==> config.mk <==
export PLATFORM = sky130hd
export DESIGN_NAME = ahb_bus_arbiter_flat
export DESIGN_NICKNAME = d
export VERILOG_FILES = /design/src/rtl/ahb_bus_arbiter_pkg.sv /design/src/rtl/ahb_bus_arbiter_if.sv /design/src/rtl/ahb_rr_picker.sv /design/src/rtl/ahb_bus_arbiter.sv /design/src/flat_wrapper.sv
export SDC_FILE = /design/constraint.sdc
export NUM_CORES = 1
export LEC_CHECK = 0
export ABC_AREA = 1
export CORE_MARGIN = 2
export CORE_UTILIZATION = 45
export DETAILED_ROUTE_END_ITERATION = 6
export GPL_TIMING_DRIVEN = 1
export PLACE_DENSITY_LB_ADDON = 0.25
export SYNTH_ARGS = -nofsm -noshare
export SYNTH_HDL_FRONTEND = slang
export SYNTH_SLANG_ARGS = --single-unit
==> constraint.sdc <==
create_clock -name HCLK -period 3.83 [get_ports HCLK]
set_input_delay 0.766 -clock HCLK [delete_from_list [all_inputs] [get_ports HCLK]]
set_output_delay 0.766 -clock HCLK [all_outputs]
set_load 0.005 [all_outputs]
==> src/rtl/ahb_bus_arbiter_pkg.sv <==
// Shared AHB encodings, arbiter state names and burst-length decode used by the
// bus arbiter and its round-robin picker.
package ahb_bus_arbiter_pkg;

    localparam int MAX_MASTERS = 4;
    localparam int BEAT_W      = 5;

    typedef enum logic [1:0] {
        HT_IDLE   = 2'd0,
        HT_BUSY   = 2'd1,
        HT_NONSEQ = 2'd2,
        HT_SEQ    = 2'd3
    } htrans_e;

    typedef enum logic [2:0] {
        HB_SINGLE = 3'd0,
        HB_INCR   = 3'd1,
        HB_WRAP4  = 3'd2,
        HB_INCR4  = 3'd3,
        HB_WRAP8  = 3'd4,
        HB_INCR8  = 3'd5,
        HB_WRAP16 = 3'd6,
        HB_INCR16 = 3'd7
    } hburst_e;

    typedef enum logic [1:0] {
        ST_ARB    = 2'd0,
        ST_BURST  = 2'd1,
        ST_LOCKED = 2'd2
    } arb_state_e;

    // Undefined-length INCR is treated as a single beat for handover purposes.
    function automatic logic [BEAT_W-1:0] burst_len(input logic [2:0] hburst);
        case (hburst)
            HB_WRAP4,  HB_INCR4:  burst_len = BEAT_W'(4);
            HB_WRAP8,  HB_INCR8:  burst_len = BEAT_W'(8);
            HB_WRAP16, HB_INCR16: burst_len = BEAT_W'(16);
            default:              burst_len = BEAT_W'(1);
        endcase
    endfunction

endpackage

==> src/rtl/ahb_bus_arbiter_if.sv <==
// Arbitration-side AHB signals: requests/locks and muxed bus status in,
// grant and address-phase ownership out.
interface ahb_bus_arbiter_if #(
    parameter int NUM_MASTERS = 2
);
    logic [NUM_MASTERS-1:0] HBUSREQ;
    logic [NUM_MASTERS-1:0] HLOCK;
    logic [1:0]             HTRANS;
    logic [2:0]             HBURST;
    logic                   HREADY;
    logic [NUM_MASTERS-1:0] HGRANT;
    logic [1:0]             HMASTER;
    logic                   HMASTLOCK;

    modport master (
        output HBUSREQ, HLOCK, HTRANS, HBURST, HREADY,
        input  HGRANT, HMASTER, HMASTLOCK
    );

    modport slave (
        input  HBUSREQ, HLOCK, HTRANS, HBURST, HREADY,
        output HGRANT, HMASTER, HMASTLOCK
    );
endinterface

==> src/rtl/ahb_rr_picker.sv <==
// Combinational winner selection: masked-priority round-robin after last_owner,
// or plain lowest-index priority when rr_mode is low.
module ahb_rr_picker #(
    parameter int NUM_MASTERS    = 2,
    parameter int DEFAULT_MASTER = 0,
    parameter int IDX_W          = $clog2(NUM_MASTERS)
) (
    input  logic [NUM_MASTERS-1:0] req,
    input  logic [IDX_W-1:0]       last_owner,
    input  logic                   rr_mode,
    output logic [IDX_W-1:0]       winner
);

    logic [NUM_MASTERS-1:0] masked;

    always_comb begin
        masked = '0;
        for (int i = 0; i < NUM_MASTERS; i++) begin
            masked[i] = req[i] && (!rr_mode || (i > int'(last_owner)));
        end
    end

    // Descending scans leave the lowest set index; any masked hit overrides
    // the unmasked one, which is what makes the search wrap past last_owner.
    always_comb begin
        winner = IDX_W'(DEFAULT_MASTER);
        for (int i = NUM_MASTERS - 1; i >= 0; i--) begin
            if (req[i]) winner = IDX_W'(i);
        end
        for (int i = NUM_MASTERS - 1; i >= 0; i--) begin
            if (masked[i]) winner = IDX_W'(i);
        end
    end

endmodule

==> src/rtl/ahb_bus_arbiter.sv <==
// AHB bus arbiter: registered one-hot grant, burst-aware handover, locked
// sequences, and HREADY-gated address-phase ownership (HMASTER/HMASTLOCK).
module ahb_bus_arbiter
    import ahb_bus_arbiter_pkg::*;
#(
    parameter int NUM_MASTERS    = 2,
    parameter int DEFAULT_MASTER = 0,
    parameter int ROUND_ROBIN    = 1
) (
    input  logic            HCLK,
    input  logic            HRESET,
    ahb_bus_arbiter_if.slave bus
);

    localparam int IDX_W = $clog2(NUM_MASTERS);
    localparam logic [NUM_MASTERS-1:0] DEF_GRANT = NUM_MASTERS'(1) << DEFAULT_MASTER;
    localparam logic [IDX_W-1:0]       DEF_IDX   = IDX_W'(DEFAULT_MASTER);

    logic [NUM_MASTERS-1:0] grant_q, grant_d;
    logic [IDX_W-1:0]       last_q, last_d;
    logic [IDX_W-1:0]       owner, winner;
    logic [1:0]             hmaster_q, hmaster_d;
    logic                   hmastlock_q, hmastlock_d;
    logic [BEAT_W-1:0]      cnt_q, cnt_d;
    arb_state_e             state_q, state_d;
    logic                   unlock_q, unlock_d;
    logic                   arb_ok, fixed_burst;

    ahb_rr_picker #(
        .NUM_MASTERS    (NUM_MASTERS),
        .DEFAULT_MASTER (DEFAULT_MASTER)
    ) u_picker (
        .req        (bus.HBUSREQ),
        .last_owner (last_q),
        .rr_mode    (ROUND_ROBIN != 0),
        .winner     (winner)
    );

    always_comb begin
        owner = DEF_IDX;
        for (int i = 0; i < NUM_MASTERS; i++) begin
            if (grant_q[i]) owner = IDX_W'(i);
        end
    end

    always_comb begin
        cnt_d = cnt_q;
        if (bus.HREADY) begin
            case (bus.HTRANS)
                HT_NONSEQ: cnt_d = burst_len(bus.HBURST);
                HT_SEQ:    cnt_d = (cnt_q == '0) ? '0 : cnt_q - BEAT_W'(1);
                HT_IDLE:   cnt_d = '0;
                default:   cnt_d = cnt_q;
            endcase
        end
    end

    // Handover is judged on the beats left after this transfer, so the grant
    // moves during the last beat's address phase and never on a burst's NONSEQ.
    assign arb_ok = bus.HREADY && (state_q != ST_LOCKED) &&
                    ((cnt_d <= BEAT_W'(1)) || (bus.HTRANS == HT_IDLE) ||
                     (bus.HBURST == HB_INCR));

    assign fixed_burst = bus.HREADY && (bus.HTRANS == HT_NONSEQ) &&
                         (bus.HBURST != HB_SINGLE) && (bus.HBURST != HB_INCR);

    always_comb begin
        state_d  = state_q;
        grant_d  = grant_q;
        last_d   = last_q;
        unlock_d = unlock_q;
        case (state_q)
            ST_ARB, ST_BURST: begin
                if (arb_ok) begin
                    grant_d         = '0;
                    grant_d[winner] = 1'b1;
                    last_d          = winner;
                    state_d         = bus.HLOCK[winner] ? ST_LOCKED : ST_ARB;
                end else if (fixed_burst) begin
                    state_d = ST_BURST;
                end
            end
            ST_LOCKED: begin
                // Once HLOCK drops, one more accepted transfer closes the sequence.
                if (unlock_q && bus.HREADY) begin
                    state_d  = ST_ARB;
                    unlock_d = 1'b0;
                end else if (!bus.HLOCK[owner]) begin
                    unlock_d = 1'b1;
                end
            end
            default: state_d = ST_ARB;
        endcase
    end

    always_comb begin
        hmaster_d   = hmaster_q;
        hmastlock_d = hmastlock_q;
        if (bus.HREADY) begin
            hmaster_d   = 2'(owner);
            hmastlock_d = bus.HLOCK[owner];
        end
    end

    always_ff @(posedge HCLK) begin
        if (HRESET) begin
            grant_q     <= DEF_GRANT;
            last_q      <= DEF_IDX;
            hmaster_q   <= 2'(DEFAULT_MASTER);
            hmastlock_q <= 1'b0;
            cnt_q       <= '0;
            state_q     <= ST_ARB;
            unlock_q    <= 1'b0;
        end else begin
            grant_q     <= grant_d;
            last_q      <= last_d;
            hmaster_q   <= hmaster_d;
            hmastlock_q <= hmastlock_d;
            cnt_q       <= cnt_d;
            state_q     <= state_d;
            unlock_q    <= unlock_d;
        end
    end

    assign bus.HGRANT    = grant_q;
    assign bus.HMASTER   = hmaster_q;
    assign bus.HMASTLOCK = hmastlock_q;

endmodule
==> src/flat_wrapper.sv <==
// flat-port wrapper written by rule: the top's interface ports become plain ports
module ahb_bus_arbiter_flat import ahb_bus_arbiter_pkg::*;
#(
    parameter int NUM_MASTERS    = 2,
    parameter int DEFAULT_MASTER = 0,
    parameter int ROUND_ROBIN    = 1
)
  (HCLK, HRESET, bus_HBUSREQ, bus_HLOCK, bus_HTRANS, bus_HBURST, bus_HREADY, bus_HGRANT, bus_HMASTER, bus_HMASTLOCK);
  ahb_bus_arbiter_if #(.NUM_MASTERS(NUM_MASTERS)) bus_i ();
  input  logic HCLK;
  input  logic HRESET;
  input wire logic [$bits(bus_i.HBUSREQ)-1:0] bus_HBUSREQ;
  input wire logic [$bits(bus_i.HLOCK)-1:0] bus_HLOCK;
  input wire logic [$bits(bus_i.HTRANS)-1:0] bus_HTRANS;
  input wire logic [$bits(bus_i.HBURST)-1:0] bus_HBURST;
  input wire logic [$bits(bus_i.HREADY)-1:0] bus_HREADY;
  output wire logic [$bits(bus_i.HGRANT)-1:0] bus_HGRANT;
  output wire logic [$bits(bus_i.HMASTER)-1:0] bus_HMASTER;
  output wire logic [$bits(bus_i.HMASTLOCK)-1:0] bus_HMASTLOCK;
  assign bus_i.HBUSREQ = bus_HBUSREQ;
  assign bus_i.HLOCK = bus_HLOCK;
  assign bus_i.HTRANS = bus_HTRANS;
  assign bus_i.HBURST = bus_HBURST;
  assign bus_i.HREADY = bus_HREADY;
  assign bus_HGRANT = bus_i.HGRANT;
  assign bus_HMASTER = bus_i.HMASTER;
  assign bus_HMASTLOCK = bus_i.HMASTLOCK;
  ahb_bus_arbiter #(.NUM_MASTERS(NUM_MASTERS), .DEFAULT_MASTER(DEFAULT_MASTER), .ROUND_ROBIN(ROUND_ROBIN)) u_core (.HCLK(HCLK), .HRESET(HRESET), .bus(bus_i));
endmodule
# == Yosys cells after proc, flatten, opt, wreduce, memory -nomap -nowiden ==
# Cells that the tools add are included.
# op_classes
n_lt_le_gt_ge,5
eq_ne,16
add_sub_neg,1
muxes,21
reduce_logical,21
# op_table
cell,count
$pmux 5 s3,2
$eq 3x3->1 const B,4
$mux 1,11
$mux 5,2
$logic_and 1x1->1,8
$mux 2,4
$reduce_or 2->1,4
$eq 2x2->1 const B,3
$eq 3x2->1 const B,2
$ne 3x1->1 const B,2
$reduce_and 2->1,3
$le 5x1->1 const B,1
$logic_not 5->1,1
$sub 5x1->5 const B,1
$logic_not 2->1,2
$lt 1x2->1 const B,2
$ne 2x1->1 const B,2
$pmux 2 s2,1
$eq 3x1->1 const B,1
$reduce_bool 3->1,1
$eq 2x1->1 const B,1
$logic_or 1x1->1,2
$ne 2x2->1 const B,1
$demux 1 s1,1
2 further kinds,2
# word_totals
in_bits,12
elab_cells,71
reg_bits,13

# == Longest topological paths before layout ==
# Gate-level depths: netlist of the first run.
# depth
depth_word,11
depth_mapped,17

# == Modules after synthesis ==
# A second synthesis of the first run with hierarchy kept.
# hier_totals
cells_unflattened,120
hier_area_um2,764.5
# by_module_without_submodules
mod,area_each_um2,cells_per_inst,instances
ahb_bus_arbiter,744.5,116,1
ahb_rr_picker,20.0,4,1

# == Worst setup path before layout of the first run ==
# OpenSTA, ideal clock, no wires.
# synth_timing
kind,input -> register
from,in bus_HTRANS[1]
to,reg u_core.state_q[1]
t_required_ns,3.763
arrival_ns,1.699
setup_ns,0.067
cell_stages,12
path_buffers,0
slack_ns,2.064
path_cell_list,inv_2 -> a21oi_4 -> nand2_1 -> a21oi_2 -> nand2_1 -> nor2_1 -> nand2_1 -> nand2_2 -> nand2_4 -> nor2_4 -> nand2_2 -> a21oi_2
# synth_via
elab_chain_len,9
# synth_rtl
element,line_no,text
from (decl),flat_wrapper.sv:14,input wire logic [$bits(bus_i.HTRANS)-1:0] bus_HTRANS;
$eq 2x2->1 (tied with other cells),ahb_bus_arbiter.sv:49,case (bus.HTRANS)
$pmux 5 s3,ahb_bus_arbiter.sv:49,
$mux 5,ahb_bus_arbiter.sv:48,if (bus.HREADY) begin
$le 5x1->1,ahb_bus_arbiter.sv:61,((cnt_d <= BEAT_W'(1)) || (bus.HTRANS == HT_IDLE) ||
$logic_or 1x1->1 (2 in series),ahb_bus_arbiter.sv:61,
$logic_and 1x1->1,ahb_bus_arbiter.sv:60,assign arb_ok = bus.HREADY && (state_q != ST_LOCKED) &&
$mux 2 or $ne 3x1->1 (tied branches),n/a,
$pmux 2 s2 or $reduce_and 2->1 (tied branches),n/a,
to (signal assigned),ahb_bus_arbiter.sv:120,state_q <= state_d;
to (decl),ahb_bus_arbiter.sv:25,"arb_state_e state_q, state_d;"
# Parallel ways exist; a longest one is shown, timed or not.
# A chain may end at the register's enable or synchronous reset.

# == Worst setup path in the final report of the first run ==
# layout_timing
from,in bus_HREADY
to,reg u_core.state_q[1]
# layout_via
elab_chain_len,7
# layout_rtl
element,line_no,text
from (decl),flat_wrapper.sv:16,input wire logic [$bits(bus_i.HREADY)-1:0] bus_HREADY;
$mux 5,ahb_bus_arbiter.sv:48,
$le 5x1->1,ahb_bus_arbiter.sv:61,
$logic_or 1x1->1 (2 in series),ahb_bus_arbiter.sv:61,
$logic_and 1x1->1,ahb_bus_arbiter.sv:60,
$mux 2 or $ne 3x1->1 (tied branches),n/a,
$pmux 2 s2 or $reduce_and 2->1 (tied branches),n/a,
# Parallel ways exist; a longest one is shown, timed or not.

==> impl_summary.md, run 1 <==
Clock network
The number of gates resized after CTS was 0. After clock tree synthesis, the setup repair step added 0 buffers. The post-CTS clock slew at the launch and capture registers of the worst setup and hold paths is 70 ps. In this run, CTS created clock tree buffers numbering 3. In this run the deepest clock path goes through 2 buffers. The CTS H-tree depth is 1. The CTS tree is yes.

Clock latency on the worst-skew pair, taken at its later pin, is 280 ps. The tree is rooted in a clkbuf_4. The sink count of the clock tree is 12.

The hold buffer count at CTS is 0.

Finish
The area growth from synthesis to layout is 24.05%. The filler cells instantiated in the layout total 157. The share of the core filled with cells is 61.12%. The final non-filler cell total is 151. The number of nets in the layout is 149. Once layout is done, the placed cells without fillers occupy 942.2 sq um.

The count of antenna diodes in the layout is 0. The share of cells above drive strength 1 is 14.81%. The area taken by flip-flops and latches is 240.2 sq um. The area of combinational cells with multiple inputs is 427.9 sq um.

STA
The hold violation count in the final report came to 0. Setup repair after global routing left no endpoint under its margin. Static timing analysis puts the maximum clock frequency at 406.5 MHz. The number of pins with negative max-slew slack in the final report came to 0.

The total setup violations reported at the end of the flow is 0. The share of the cycle needed by the critical path after routing is between 60% and 70%. The clock period could shrink to 2460 ps. The total negative setup slack is 0 ps.

On the final layout, the worst clock skew is 4.317 ps.

Logic synthesis
The post-synthesis sequential element count is 12. The unique cell type count in the Yosys netlist is 26. Synthesis handed over a netlist of 120 instances.

The cell area after technology mapping is 759.5 sq um. The number of warning messages in the yosys log is 0. The number of enable-type register cells in the synthesized netlist is 0. The register area share after synthesis is a little under a third. The number of nets in the synthesized netlist is 133. The average size of a mapped cell is 6.329 sq um. Of all flip-flops after synthesis, the portion carrying an async set or reset was 0%.

The dominant synthesized flop cell is dfxtp_1.

Placement
The final HPWL from detailed placement is 1298 um. Buffers placed on the I/O ports in this run total 15. The routability congestion estimate from global placement is about 0.85. The total placed instance area is about 900 sq um.

The cell total after placement is 147.

GRT
The remaining global-route overflow is 0. The first global-routing pass estimated 2725 um of wire. Entering global routing, the biggest net connects 12 pins. The total routing resource utilization after global routing is about a fifth. The number of global-route vias before repair is 681. The number of antenna violations at the first check in global routing is 0.

Drt
The wire length reported by the detailed router is 1590 um. The total vias in the final route is 757. The DRC violations left is 0. The DRC violation total after the first TritonRoute iteration is 15.

Once detail routing completed, the nets flagged for antenna violations numbered 0. After detailed routing, the average wire length per cell comes to 10.53 um. Using the TritonRoute via totals, the vias-per-cell ratio works out to around 5. The total iterations of the first detailed-routing run is 5.

Worst setup path
On the worst path, the slowest cell contributes a delay of 700 ps. The element type at the critical path start is an input pin. Grouping stages by cell kind, the critical path spends the most delay in buffers and inverters.

Data on the critical path is required at its endpoint by 4040 ps. The largest individual stage delay along the critical path comes from the cell clkdlybuf4s50_1. The count of buffering cells on the critical path with inverters included is 2. The category of the worst setup path capture point is a flip-flop. For the worst setup path, the data arrival time is 2670 ps.

Along the worst path, the maximum fanout reaches 11. The critical path goes through clkdlybuf4s50_1 -> inv_2 -> a21oi_4 -> nand2_1 -> a21oi_2 -> nand2_1 -> nor2_1 -> nand2_1 -> nand2_2 -> nand2_4 -> nor2_4 -> nand2_2 -> a21oi_2. The most numerous cell type found on the critical path is nand2_1. The category of the most critical setup path is input pin to flip-flop.

Power and ir drop
The total power density per cell area is approximately 350 nW/um^2. The post-route total power is 326.8 uW. For this design the static power due to leakage is 0.0004474 uW. The maximum VDD drop is 225.8 uV.

Floorplan
The region available for standard cell placement spans approximately 1500 sq um. Row generation in the floorplan step produced 14 rows. The floorplan step set the die width to 45.08 um. For this design the top-level I/O count stands at 17. The floorplan step set the die height to 45.08 um. The floorplan step defined a die boundary enclosing 2032 sq um. The initial utilization of the core area, before any placement, comes to 49.27%.

Min path
The path class of the lowest-slack min-delay path is flip-flop to flip-flop.

Outcome
The flow ran to the end, and the final reports show no timing, DRC or antenna violations.

Flow run
The number of maximum-capacitance constraint violations is 0.
-- final cells by class --
class | instances | area share, %
Tap cell | 16 | 2.125
Timing Repair Buffer | 15 | 15.94
Sequential cell | 12 | 25.50
Multi-Input combinational cell | 86 | 45.42
Clock buffer | 4 | 3.851
Inverter | 18 | 7.171
-- cell families (layout without fill, tap and decap cells) --
family                   Yosys count  count (layout)  synth area share (%)
other                              1               1                0.4938
flip-flops                        12              12                 31.63
AND/OR/NAND/NOR                   66              66                 38.22
AO/OA/AOI/OAI                     18              18                 15.98
adder cells (fa/ha/maj)            1               1                 1.647
buffers and inverters             22              37                 12.02
-- state kept, by name (all words and copies together), names as in the netlist --
| signal | count |
|---|---|
| u_core.bus.HGRANT | 1 |
| u_core.bus.HMASTER | 1 |
| u_core.bus.HMASTLOCK | 1 |
| u_core.cnt_q | 5 |
| u_core.last_q | 1 |
| u_core.state_q | 2 |
| u_core.unlock_q | 1 |
-- report_power, final --
part           switching (uW)  internal (uW)  total, uW
Combinational            48.0           38.4       86.4
Clock                    42.1           57.8       99.9
Sequential               6.63            134        140
-- routing by layer --
layer  vias to the layer above  share of wire [%]  GRT usage [%]
met5                         -                  0              0
met4                         0                2.8          12.94
met3                         7                6.0          4.000
met2                        23                 43          27.71
met1                       321                 48          23.94
li1                        406                  -              -
-- tightest hold or removal path, stage by stage (launching register included) --
cell and delay, ps:
dfxtp_1 330, o21ai_1 70, nand2_1 50
-- path summary, 6_finish.rpt --
kind / depth (start not counted) / start / to / slack [ps]
worst min-delay path: 2 / u_core.bus.HGRANT[0] / u_core.bus.HGRANT[0] / 470
worst max register to register: 14 / u_core.cnt_q[0] / u_core.state_q[1] / 2110
worst min register to register: 2 / u_core.bus.HGRANT[0] / u_core.bus.HGRANT[0] / 470
worst max-delay path: 13 / bus_HREADY / u_core.state_q[1] / 1370
-- per-stage QoR --
stage | hold WS [ps] | worst slack [ps]
finish | 473.5 | 1370
global route | 497.9 | 1177
CTS | 475.1 | 1370
detailed placement | 457.7 | 1093
global placement | 448.4 | 1154
floorplan | 437.4 | 2064
-- synth_stat cells, types with 2 or more instances --
master,n,area [sq um]
nand3_1,7,35.03
inv_2,6,22.52
o21ai_1,2,10.01
nor2_1,14,52.55
buf_4,2,15.01
a31oi_1,2,12.51
nand2_2,2,12.51
dfxtp_1,12,240.2
nor2_2,2,12.51
inv_1,12,45.04
nand2_1,37,138.9
a21oi_1,7,35.03
a21oi_2,2,17.52
-- cell usage in the layout (no fill, tap or decap), types with 2 or more instances in the layout --
cell	synthesis	layout
nor2_1	14	14
inv_1	12	12
nand2_2	2	2
clkdlybuf4s50_1	0	15
nand2_1	37	37
clkbuf_4	0	3
nand3_1	7	7
inv_2	6	6
nor2_2	2	2
a21oi_2	2	2
a31oi_1	2	2
a21oi_1	7	7
dfxtp_1	12	12
o21ai_1	2	2
No activity file was read; power rests on OpenSTA's default activity.
==> run 2: changes to the inputs <==
--- a/config.mk
+++ b/config.mk
@@ -7,7 +7,7 @@
 export LEC_CHECK = 0
 export ABC_AREA = 1
 export CORE_MARGIN = 2
-export CORE_UTILIZATION = 45
+export CORE_UTILIZATION = 43
 export DETAILED_ROUTE_END_ITERATION = 6
 export GPL_TIMING_DRIVEN = 1
 export PLACE_DENSITY_LB_ADDON = 0.25
==> constraint.sdc (replaced) <==
create_clock -name HCLK -period 2.15 [get_ports HCLK]
set_input_delay 0.43 -clock HCLK [delete_from_list [all_inputs] [get_ports HCLK]]
set_output_delay 0.43 -clock HCLK [all_outputs]
set_load 0.005 [all_outputs]
==> impl_summary.md, run 2 (synthesis results as in run 1) <==
Finish
The most flop-heavy register is u_core.cnt_q. The number of fill cells in the layout is 179 (+14%). The number of nets in the layout is 150 (+0.67%). The count of antenna diodes in the layout was 0 (unchanged). The leading cell type in the layout, fill and taps excluded is nand2_1. From synthesis to final layout, the design area changed by 25.21%. The area taken by flip-flops and latches came to 240.2 sq um (unchanged). In the layout the commonest cells are nand2_1, clkdlybuf4s50_1, nor2_1, inv_1, dfxtp_1. The area of combinational cells with multiple inputs is 427.9 sq um (unchanged).

The share of cells above drive strength 1 came to 15.44% (+0.63 points). The summed area of non-filler cells in the final layout is 950.9 sq um (+0.93%). The flip-flop count of the largest register, all copies and words added is 5 (unchanged). The largest registers in the layout are u_core.cnt_q: 5 flops, u_core.state_q: 2 flops.

Floorplan
The area of the die is 2118 sq um (+4.2%). The effective utilization at floorplan is 44.96% (-4.3 points). The vertical die dimension is 46.03 um (+2.1%).

The placeable core region is 1689 sq um (+9.6%). The top-level port count is 17 (unchanged). The row count is 15 (+1). The horizontal die dimension was 46.03 um (+2.1%).

Worst setup path
The category of the worst setup path capture point is a flip-flop. For this design, the slowest cell found on the critical path is clkdlybuf4s50_1. STA classifies the critical path startpoint as an input pin. The cell that appears most often on the critical path is nand2_1. Broken down by cell family, the worst path's largest delay share belongs to simple AND/OR/NAND/NOR gates. The data arrival at the endpoint of the critical path is 2000 ps (-670 ps). The register-to-register setup slack is 470 ps (-1640 ps). The total number of cells along the worst setup path is 14 (+1). The delay of the slowest cell on the worst path came to 510 ps (-190 ps). The number of cells traversed by the worst register-to-register path is 16 (+2). The highest net fanout along the worst path was 5 (-6). The critical path is of the input pin to flip-flop type.

The count of buffering cells on the critical path with inverters included came to 2 (unchanged). The data required time at the worst endpoint is 2320 ps (-1720 ps). Walking the worst path, the cells encountered are clkdlybuf4s50_1 -> inv_2 -> nor2_2 -> nand2_1 -> nor2_1 -> a21oi_2 -> nand2_1 -> nor2_1 -> nand2_1 -> nand2_2 -> nand2_4 -> nand2_1 -> a21oi_1 -> nor2_1.

Drt
The total vias in the final route came to 762 (+0.66%). The routed wire length per instance is 10.31 um (-2.1%). The via-per-instance ratio is 4.980 (-0.66%).

The total iterations of the first detailed-routing run is 4 (-1). The routed length on met1 is 701 um (-8.2%). In this run the top signal layer used is met4.

The DRC violation total after the first TritonRoute iteration came to 8 (-7). The met2 routed wirelength was 792 um (+16%). The wire length reported by the detailed router is 1577 um (-0.82%).

The met3 wirelength from detailed routing is 59 um (-39%). The DRC violations left came to 0 (unchanged). The post-route antenna net violation count is 0 (unchanged).

Clock network
The post-CTS clock slew at the launch and capture registers of the worst setup and hold paths was 70 ps (about the same). The hold buffer count at CTS is 0 (unchanged). The sink count of the clock tree is 12 (unchanged).

The number of cells upsized or downsized after cts came to 0 (unchanged). The maximum buffer depth of the clock tree was 2 (unchanged). The number of buffers inserted during clock tree synthesis is 3 (unchanged). The CTS H-tree depth is 1 (unchanged). The number of setup buffers added after CTS was 0 (unchanged).

The buffer cell driving the clock tree root is clkbuf_4. The clock latency at the later pin of the worst-skew pair is 280 ps (about the same). The CTS tree is yes.

STA
The total negative setup slack came to 0 ps (unchanged). After layout, the minimum clock period comes to approximately 1800 ps. The smallest hold slack was 485.8 ps (+12.27 ps). The hold violation count in the final report is 0 (unchanged).

The achievable frequency is 546.1 MHz. The number of pins with negative max-slew slack in the final report is 0 (unchanged). The share of the cycle needed by the critical path after routing is 85.18%. The maximum clock skew at final layout is 5.584 ps (+1.268 ps). Setup repair after global routing left no endpoint under its margin. The total setup violations reported at the end of the flow is 0 (unchanged).

Placement
The routability congestion estimate from global placement is 0.9040 (+6.6%). The total placed instance area is 914.6 sq um (+0.97%). The final HPWL from detailed placement is 1262 um (-2.8%). The number of buffers inserted by port buffering is 15 (unchanged).

GRT
The total routing resource utilization after global routing is 18.63% (-0.028 points). The first-pass GRT wire length is 2794 um (+2.5%). The maximum number of pins on one net before global-route repair was 11 (-1). The number of antenna violations at the first check in global routing is 0 (unchanged). The remaining global-route overflow was 0 (unchanged). The number of global-route vias before repair is 697 (+2.3%).

Power and ir drop
The maximum VDD drop is 408.7 uV (+81%). The post-route total power was 584.9 uW (+79%). The internal power consumption is 410.7 uW (+79%). The total power density per cell area is 615.1 nW/um^2 (+77%). The fraction of power spent switching nets is 29.78% (+0.18 points). The combinational cell fraction of total power is 26.1% (-0.4 points). The portion of total power attributed to the clock network was 31.0% (+0.4 points). The power dissipated by switching net loads is 174.2 uW (+80%).

The static power due to leakage is 0.0004522 uW (+1.1%). The sequential cell fraction of total power is 42.8% (-0.2 points).

Flow run
The number of maximum-capacitance constraint violations was 0 (unchanged).

Min path
The hold path depth is 2 (unchanged). The path class of the lowest-slack min-delay path is flip-flop to flip-flop.

Outcome
The run finished with clean final reports.
-- run 2: cell count changes in the layout (fill, tap and decap cells not counted), sizes merged --
cell	before	now
buf	0	1
-- run 2: power by group through the flow --
stage | logic (uW) | clock network, uW | registers (uW)
2_1_floorplan | 103 | 0 | 254
6_report | 153 | 182 | 250
3_5_place_dp | 153 | 0 | 255
3_3_place_gp | 151 | 0 | 255
4_1_cts | 154 | 185 | 250
5_1_grt | 174 | 198 | 253
-- run 2: cell type report --
class                      count  share of cell area (%)
tap                           17                   2.237
timing repair buffer          16                   16.58
clock buffer                   4                   3.816
inverter                      18                   7.105
sequential                    12                   25.26
multi-input combinational     86                   45.00
-- run 2: worst register-to-register path: stages, from the launching register on --
cell and delay [ps]:
dfxtp_1 360, inv_1 50, ha_1 220, inv_1 60
nand2_1 40, nand2_1 70, nand3_1 70, nand2_1 70
nand2_1 60, nand2_1 60, nor2_1 40, nand2_1 70
nand2_2 80, nand2_4 80, nand2_1 50, a21oi_1 140
nor2_1 50
-- run 2: path summary, 6_finish.rpt --
check | from | end
worst max-delay path | bus_HTRANS[1] | u_core.state_q[0]
worst max register to register | u_core.cnt_q[1] | u_core.state_q[0]
worst min-delay path | u_core.bus.HGRANT[0] | u_core.bus.HGRANT[0]
worst min register to register | u_core.bus.HGRANT[0] | u_core.bus.HGRANT[0]
-- run 2: metrics by stage --
step	utilization [%]	setup slack, ps	cells
detailed placement	54.15	40.67	149
floorplan	-	637.5	120
CTS	56.30	325.6	153
global route	56.30	155.8	153
global placement	54.15	43.81	149
finish	56.30	318.7	153
-- run 2: layer usage --
layer | track usage [%] | up-vias
met5 | 0 | -
li1 | - | 410
met3 | 4.762 | 4
met1 | 20.33 | 331
met4 | 8.571 | 0
met2 | 33.06 | 17
